### src/rtl/grf_dumper.sv
// ============================================================================
//  Module      : grf_dumper
//  Description : Walks the GRF read port from index 0 to NREG-1 and streams
//                each value out as an (index, data) beat, with a running
//                checksum and a one-cycle done pulse after the last beat.
//  Revision    : 1.0 - initial release
// ============================================================================
`default_nettype none

module grf_dumper #(
  parameter int NREG = 32,
  parameter int AW   = 5,
  parameter int DW   = 32
) (
  input  logic          clk,
  input  logic          reset,
  input  logic          start,
  output logic          busy,
  output logic [AW-1:0] rd_addr,
  input  logic [DW-1:0] rd_data,
  output logic          out_valid,
  input  logic          out_ready,
  output logic [AW-1:0] out_idx,
  output logic [DW-1:0] out_data,
  output logic          out_last,
  output logic [DW-1:0] checksum,
  output logic          done
);

  localparam logic [1:0]    c_ST_IDLE  = 2'd0;
  localparam logic [1:0]    c_ST_READ  = 2'd1;
  localparam logic [1:0]    c_ST_SEND  = 2'd2;
  localparam logic [AW-1:0] c_LAST_IDX = AW'(NREG - 1);

  logic [1:0]    r_state;
  logic [AW-1:0] r_ptr;
  logic          r_busy;
  logic          r_out_valid;
  logic [AW-1:0] r_out_idx;
  logic [DW-1:0] r_out_data;
  logic          r_out_last;
  logic [DW-1:0] r_checksum;
  logic          r_done;
  logic          w_handshake;

  assign w_handshake = r_out_valid & out_ready;

  // The read port is parked at 0 whenever no dump is in progress.
  assign rd_addr   = (r_state == c_ST_IDLE) ? '0 : r_ptr;
  assign busy      = r_busy;
  assign out_valid = r_out_valid;
  assign out_idx   = r_out_idx;
  assign out_data  = r_out_data;
  assign out_last  = r_out_last;
  assign checksum  = r_checksum;
  assign done      = r_done;

  always_ff @(posedge clk) begin
    if (reset) begin
      r_state     <= c_ST_IDLE;
      r_ptr       <= '0;
      r_busy      <= 1'b0;
      r_out_valid <= 1'b0;
      r_out_idx   <= '0;
      r_out_data  <= '0;
      r_out_last  <= 1'b0;
      r_checksum  <= '0;
      r_done      <= 1'b0;
    end else begin
      r_done <= 1'b0;
      case (r_state)
        c_ST_IDLE: begin
          if (start) begin
            r_ptr      <= '0;
            r_checksum <= '0;
            r_busy     <= 1'b1;
            r_state    <= c_ST_READ;
          end
        end
        c_ST_READ: begin
          r_out_data  <= rd_data;
          r_out_idx   <= r_ptr;
          r_out_last  <= (r_ptr == c_LAST_IDX);
          r_out_valid <= 1'b1;
          r_state     <= c_ST_SEND;
        end
        c_ST_SEND: begin
          // Beat fields hold until the sink accepts.
          if (w_handshake) begin
            r_out_valid <= 1'b0;
            r_checksum  <= r_checksum + r_out_data;
            if (r_out_last) begin
              r_busy  <= 1'b0;
              r_done  <= 1'b1;
              r_state <= c_ST_IDLE;
            end else begin
              r_ptr   <= r_ptr + 1'b1;
              r_state <= c_ST_READ;
            end
          end
        end
        default: r_state <= c_ST_IDLE;
      endcase
    end
  end

endmodule

`default_nettype wire
### config.mk
export PLATFORM = sky130hd
export DESIGN_NAME = grf_dumper
export DESIGN_NICKNAME = d
export VERILOG_FILES = /design/src/rtl/grf_dumper.sv
export SDC_FILE = /design/constraint.sdc
export NUM_CORES = 1
export LEC_CHECK = 0
export ABC_AREA = 1
export CAP_MARGIN = 20
export CELL_PAD_IN_SITES_DETAIL_PLACEMENT = 0
export CELL_PAD_IN_SITES_GLOBAL_PLACEMENT = 1
export CORE_MARGIN = 2
export CORE_UTILIZATION = 38
export CTS_CLUSTER_SIZE = 10
export DETAILED_ROUTE_END_ITERATION = 12
export GPL_TIMING_DRIVEN = 0
export PLACE_DENSITY_LB_ADDON = 0.1
export SETUP_SLACK_MARGIN = 0.02
export SYNTH_ARGS = -nofsm -noshare
export SYNTH_HDL_FRONTEND = slang
export SYNTH_SLANG_ARGS = --single-unit
### constraint.sdc
create_clock -name clk -period 4.94 [get_ports clk]
set_clock_uncertainty 0.05 [all_clocks]
set_input_delay 0.494 -clock clk [delete_from_list [all_inputs] [get_ports clk]]
set_output_delay 0.494 -clock clk [all_outputs]
set_load 0.005 [all_outputs]
==> impl_results.html <==
<table>
<tr><th>Metric</th><th>Value</th></tr>
<tr><th colspan="2">Setup path</th></tr>
<tr><td>Worst EP arrival</td><td>2540 ps</td></tr>
<tr><td>CP startpoint</td><td>out_data[0]</td></tr>
<tr><td>CP Capture Type</td><td>flop</td></tr>
<tr><td>Worst-case reg-to-reg path depth</td><td>13</td></tr>
<tr><td>Worst path required time</td><td>roughly 5100 ps</td></tr>
<tr><td>RR Endpoint</td><td>checksum[28]</td></tr>
<tr><td>Top fanout value on the critical path</td><td>5</td></tr>
<tr><td>Setup CP Type</td><td>flop to flop</td></tr>
<tr><td>Origin of the critical flop-to-flop path</td><td>out_data[0]</td></tr>
<tr><td>Sort of element at the start of the critical path</td><td>flop</td></tr>
<tr><td>Register-to-Register Setup Slack</td><td>2560 ps</td></tr>
<tr><td>Crit path to</td><td>checksum[28]</td></tr>
<tr><th colspan="2">Global route</th></tr>
<tr><td>First-pass GRT wire length</td><td>26200 um</td></tr>
<tr><td>Antenna violations before repair</td><td>0</td></tr>
<tr><td>Maximum number of pins on one net before global-route repair</td><td>14</td></tr>
<tr><td>Total routing usage reported by global routing</td><td>22.9%</td></tr>
<tr><td>Vias in the first global route</td><td>5120</td></tr>
<tr><td>Grt total ovfl</td><td>0</td></tr>
<tr><th colspan="2">Synth</th></tr>
<tr><td>Number of standard cells after synthesis</td><td>859</td></tr>
<tr><td>Average cell area after synthesis</td><td>~6 um2</td></tr>
<tr><td>Post-synthesis cell area</td><td>5220 um2</td></tr>
<tr><td>Net Count, Synth</td><td>between 900 and 1k</td></tr>
<tr><td>Main flop type after synthesis</td><td>sky130_fd_sc_hd__dfxtp_1</td></tr>
<tr><td>Number of synthesized flops with an enable pin</td><td>0</td></tr>
<tr><td>Synthesis Warnings</td><td>0</td></tr>
<tr><td>Flop and latch count out of synthesis</td><td>80</td></tr>
<tr><td>Sequential fraction of the synthesis area</td><td>30.7%</td></tr>
<tr><td>Share of flip-flops with an asynchronous set or reset after synthesis</td><td>0%</td></tr>
<tr><td>Netlist cell types</td><td>35</td></tr>
<tr><th colspan="2">Place</th></tr>
<tr><td>Port Buffers</td><td>112</td></tr>
<tr><td>Final RePlAce weighted congestion</td><td>around 0.89</td></tr>
<tr><td>Worst slack, placed</td><td>2530 ps</td></tr>
<tr><td>Placed wire-length estimate after detailed placement</td><td>between 10000 and 15000 um</td></tr>
<tr><th colspan="2">Clock tree</th></tr>
<tr><td>Clk Tree Root Cell</td><td>sky130_fd_sc_hd__clkbuf_16</td></tr>
<tr><td>Num Clock Sinks</td><td>80</td></tr>
<tr><td>TritonCTS Buffers</td><td>9</td></tr>
<tr><td>CTS tree</td><td>done</td></tr>
<tr><td>Post-CTS Resized</td><td>0</td></tr>
<tr><td>Setup fix buffers added after clock tree synthesis</td><td>0</td></tr>
<tr><td>Maximum buffer depth of the clock tree</td><td>2</td></tr>
<tr><td>Reg clk slew, reported paths</td><td>60 ps</td></tr>
<tr><td>Count of hold-fix buffers inserted at cts</td><td>0</td></tr>
<tr><td>H-tree depth</td><td>3</td></tr>
<tr><td>Clock latency on the worst-skew pair</td><td>350 ps</td></tr>
<tr><th colspan="2">Power and ir drop</th></tr>
<tr><td>Share of total power consumed by net switching</td><td>26.7%</td></tr>
<tr><td>Internal cell power</td><td>1210 uW</td></tr>
<tr><td>Power share of the clock group</td><td>41.1%</td></tr>
<tr><td>Sequential group share of total power</td><td>42.7%</td></tr>
<tr><td>Switching power</td><td>440 uW</td></tr>
<tr><td>Comb power frac</td><td>~16%</td></tr>
<tr><td>Leak Pwr</td><td>roughly 0.0033 uW</td></tr>
<tr><td>Total power divided by cell area</td><td>between 200 and 250 nW/um2</td></tr>
<tr><td>Peak supply drop</td><td>179 uV</td></tr>
<tr><th colspan="2">Routing</th></tr>
<tr><td>DR iter-0 viols</td><td>between 300 and 400</td></tr>
<tr><td>Detailed-router iteration count before antenna repair</td><td>6</td></tr>
<tr><td>Vias</td><td>about 5.4k</td></tr>
<tr><td>DRC Markers</td><td>0</td></tr>
<tr><td>Detailed-route vias per instance</td><td>about 4.7</td></tr>
<tr><td>Aggregate routed wire length</td><td>around 16000 um</td></tr>
<tr><td>Count of antenna-violating nets left after detailed routing</td><td>0</td></tr>
<tr><td>Wire per inst</td><td>13.7 um</td></tr>
<tr><th colspan="2">Min path</th></tr>
<tr><td>Class of the worst hold path</td><td>flop to flop</td></tr>
<tr><th colspan="2">Floorplan</th></tr>
<tr><td>Die width</td><td>121 um</td></tr>
<tr><td>Starting density of the core</td><td>39.1%</td></tr>
<tr><td>Vertical extent of the die</td><td>121 um</td></tr>
<tr><td>Number of rows in the core area</td><td>42</td></tr>
<tr><td>Core region area</td><td>13300 um2</td></tr>
<tr><td>I/O pin count</td><td>114</td></tr>
<tr><td>Die Area</td><td>14700 um2</td></tr>
<tr><th colspan="2">Timing</th></tr>
<tr><td>RSZ-0062 raised after global routing</td><td>false</td></tr>
<tr><td>Post-layout minimum cycle time</td><td>2380 ps</td></tr>
<tr><td>Pins over their slew limit</td><td>0</td></tr>
<tr><td>Hold Violations, Final</td><td>0</td></tr>
<tr><td>Portion of the clock cycle consumed by the worst path in the final layout</td><td>48.1%</td></tr>
<tr><td>Slew HR</td><td>55.2%</td></tr>
<tr><td>Final count of negative-setup-slack endpoints</td><td>0</td></tr>
<tr><td>Sum of negative setup slack</td><td>0 ps</td></tr>
<tr><td>Pin slew with the least headroom to its limit</td><td>672 ps</td></tr>
<tr><td>Max Freq</td><td>between 0.4 and 0.5 GHz</td></tr>
<tr><td>Final WS setup</td><td>2560 ps</td></tr>
<tr><th colspan="2">Layout</th></tr>
<tr><td>Highest-count cells in the layout ignoring fill and taps</td><td>sky130_fd_sc_hd__nand2_1 (263), sky130_fd_sc_hd__inv_1 (132), sky130_fd_sc_hd__nor2_1 (114)</td></tr>
<tr><td>Inserted Diodes</td><td>0</td></tr>
<tr><td>Area growth syn-to-layout</td><td>31.4%</td></tr>
<tr><td>Final #Nets</td><td>1052</td></tr>
<tr><td>Most common cell after layout, fill and taps aside</td><td>sky130_fd_sc_hd__nand2_1</td></tr>
<tr><td>Fraction of final layout cells with drive strength greater than 1</td><td>4.15%</td></tr>
<tr><th colspan="2">Flow run</th></tr>
<tr><td># Max-Cap Violations</td><td>0</td></tr>
<tr><th colspan="2">Status</th></tr>
<tr><td>Status</td><td>finished clean</td></tr>
</table>
-- worst min path at each step --
stage                       startpoint           end  slack, ps  depth (start not counted)
after floorplan               r_ptr[2]      r_ptr[2]        400                          1
after global placement            busy          busy        420                          2
after detailed placement          busy          busy        420                          2
after CTS                 checksum[25]  checksum[25]        430                          2
after global routing      checksum[24]  checksum[24]        460                          2
final                     checksum[23]  checksum[23]        430                          2
-- through the flow --
step / util, % / instance area [um2] / std cells / power [uW] / hold slack, ps
2_1_floorplan: - / 5220 / 859 / 853 / 401
3_3_place_gp: 49.2 / 6560 / 1147 / 986 / 418
3_5_place_dp: 49.2 / 6560 / 1147 / 987 / 420
4_1_cts: 51.4 / 6860 / 1163 / 1670 / 434
5_1_grt: 51.4 / 6860 / 1163 / 1740 / 456
6_report: 51.4 / 6860 / 1163 / 1650 / 433
-- sequential cells by signal, summed over array words and instances (netlist names) --
register,cells
r_state,2
checksum,32
out_data,32
out_last,1
busy,1
r_ptr,5
out_valid,1
out_idx,5
done,1
-- cell families (layout without fill, tap and decap cells) --
| kind of cell | after synthesis | in the layout | share of synthesized area (%) |
|---|---|---|---|
| adder cells (fa/ha/maj) | 34 | 34 | 8.29 |
| AND/OR/NAND/NOR | 454 | 454 | 35.9 |
| AO/OA/AOI/OAI | 133 | 133 | 13.1 |
| flip-flops | 80 | 80 | 30.7 |
| XOR/XNOR | 2 | 2 | 0.336 |
| buffers and inverters | 156 | 284 | 11.6 |
-- cell usage after synthesis (2+ instances only) --
master / count / area share [%]
sky130_fd_sc_hd__buf_4: 3 / 0.43
sky130_fd_sc_hd__nand2_2: 2 / 0.24
sky130_fd_sc_hd__buf_1: 2 / 0.14
sky130_fd_sc_hd__xor2_1: 2 / 0.34
sky130_fd_sc_hd__nor2_1: 114 / 8.2
sky130_fd_sc_hd__inv_1: 132 / 9.5
sky130_fd_sc_hd__dfxtp_1: 80 / 31
sky130_fd_sc_hd__nand3_1: 50 / 4.8
sky130_fd_sc_hd__nand3b_1: 4 / 0.58
sky130_fd_sc_hd__a21o_1: 2 / 0.29
sky130_fd_sc_hd__nor3_1: 6 / 0.58
sky130_fd_sc_hd__a21oi_1: 71 / 6.8
sky130_fd_sc_hd__nand2_1: 263 / 19
sky130_fd_sc_hd__buf_2: 5 / 0.48
sky130_fd_sc_hd__ha_1: 33 / 7.9
sky130_fd_sc_hd__or2_2: 5 / 0.60
sky130_fd_sc_hd__nor2_2: 2 / 0.24
sky130_fd_sc_hd__clkbuf_1: 10 / 0.72
sky130_fd_sc_hd__nand4_1: 3 / 0.36
sky130_fd_sc_hd__o21ai_0: 52 / 5.0
sky130_fd_sc_hd__o21bai_1: 3 / 0.43
sky130_fd_sc_hd__inv_2: 2 / 0.14
-- worst max-delay path, stage by stage, from the launching register on --
cell	delay [ps]
sky130_fd_sc_hd__dfxtp_1	370
sky130_fd_sc_hd__ha_1	210
sky130_fd_sc_hd__inv_1	60
sky130_fd_sc_hd__fa_1	360
sky130_fd_sc_hd__inv_1	160
sky130_fd_sc_hd__nand3_1	90
sky130_fd_sc_hd__nand3_1	190
sky130_fd_sc_hd__nand3_1	110
sky130_fd_sc_hd__nand3_1	210
sky130_fd_sc_hd__nand2_1	170
sky130_fd_sc_hd__nand2_1	100
sky130_fd_sc_hd__nand2_1	50
sky130_fd_sc_hd__nand3_1	60
sky130_fd_sc_hd__a21oi_1	60
-- power groups by stage --
stage | clock, uW | sequential, uW | combinational (uW)
CTS | 693 | 706 | 269
detailed placement | 0 | 719 | 267
global placement | 0 | 719 | 267
finish | 679 | 705 | 266
floorplan | 0 | 716 | 137
global route | 726 | 710 | 300
-- layer usage --
metal  up-vias  GRT usage (%)  wire length, um
met5         -              0                0
met4         0           6.82              241
met3        15           4.37              921
met2       131           35.1             6690
met1      2354           32.7             8120
li1       2946              -                -
-- cell type report --
class / count / area [um2]
fillers: 1448 / 6490
multi-input cells: 623 / 3010
flip-flops and latches: 80 / 1600
repair buffers: 112 / 1120
inverters: 136 / 514
clock buffers: 11 / 243
well taps: 176 / 220
plain buffers: 20 / 92.6
clock inverters: 5 / 56.3
(Power assumes the default switching activity.)
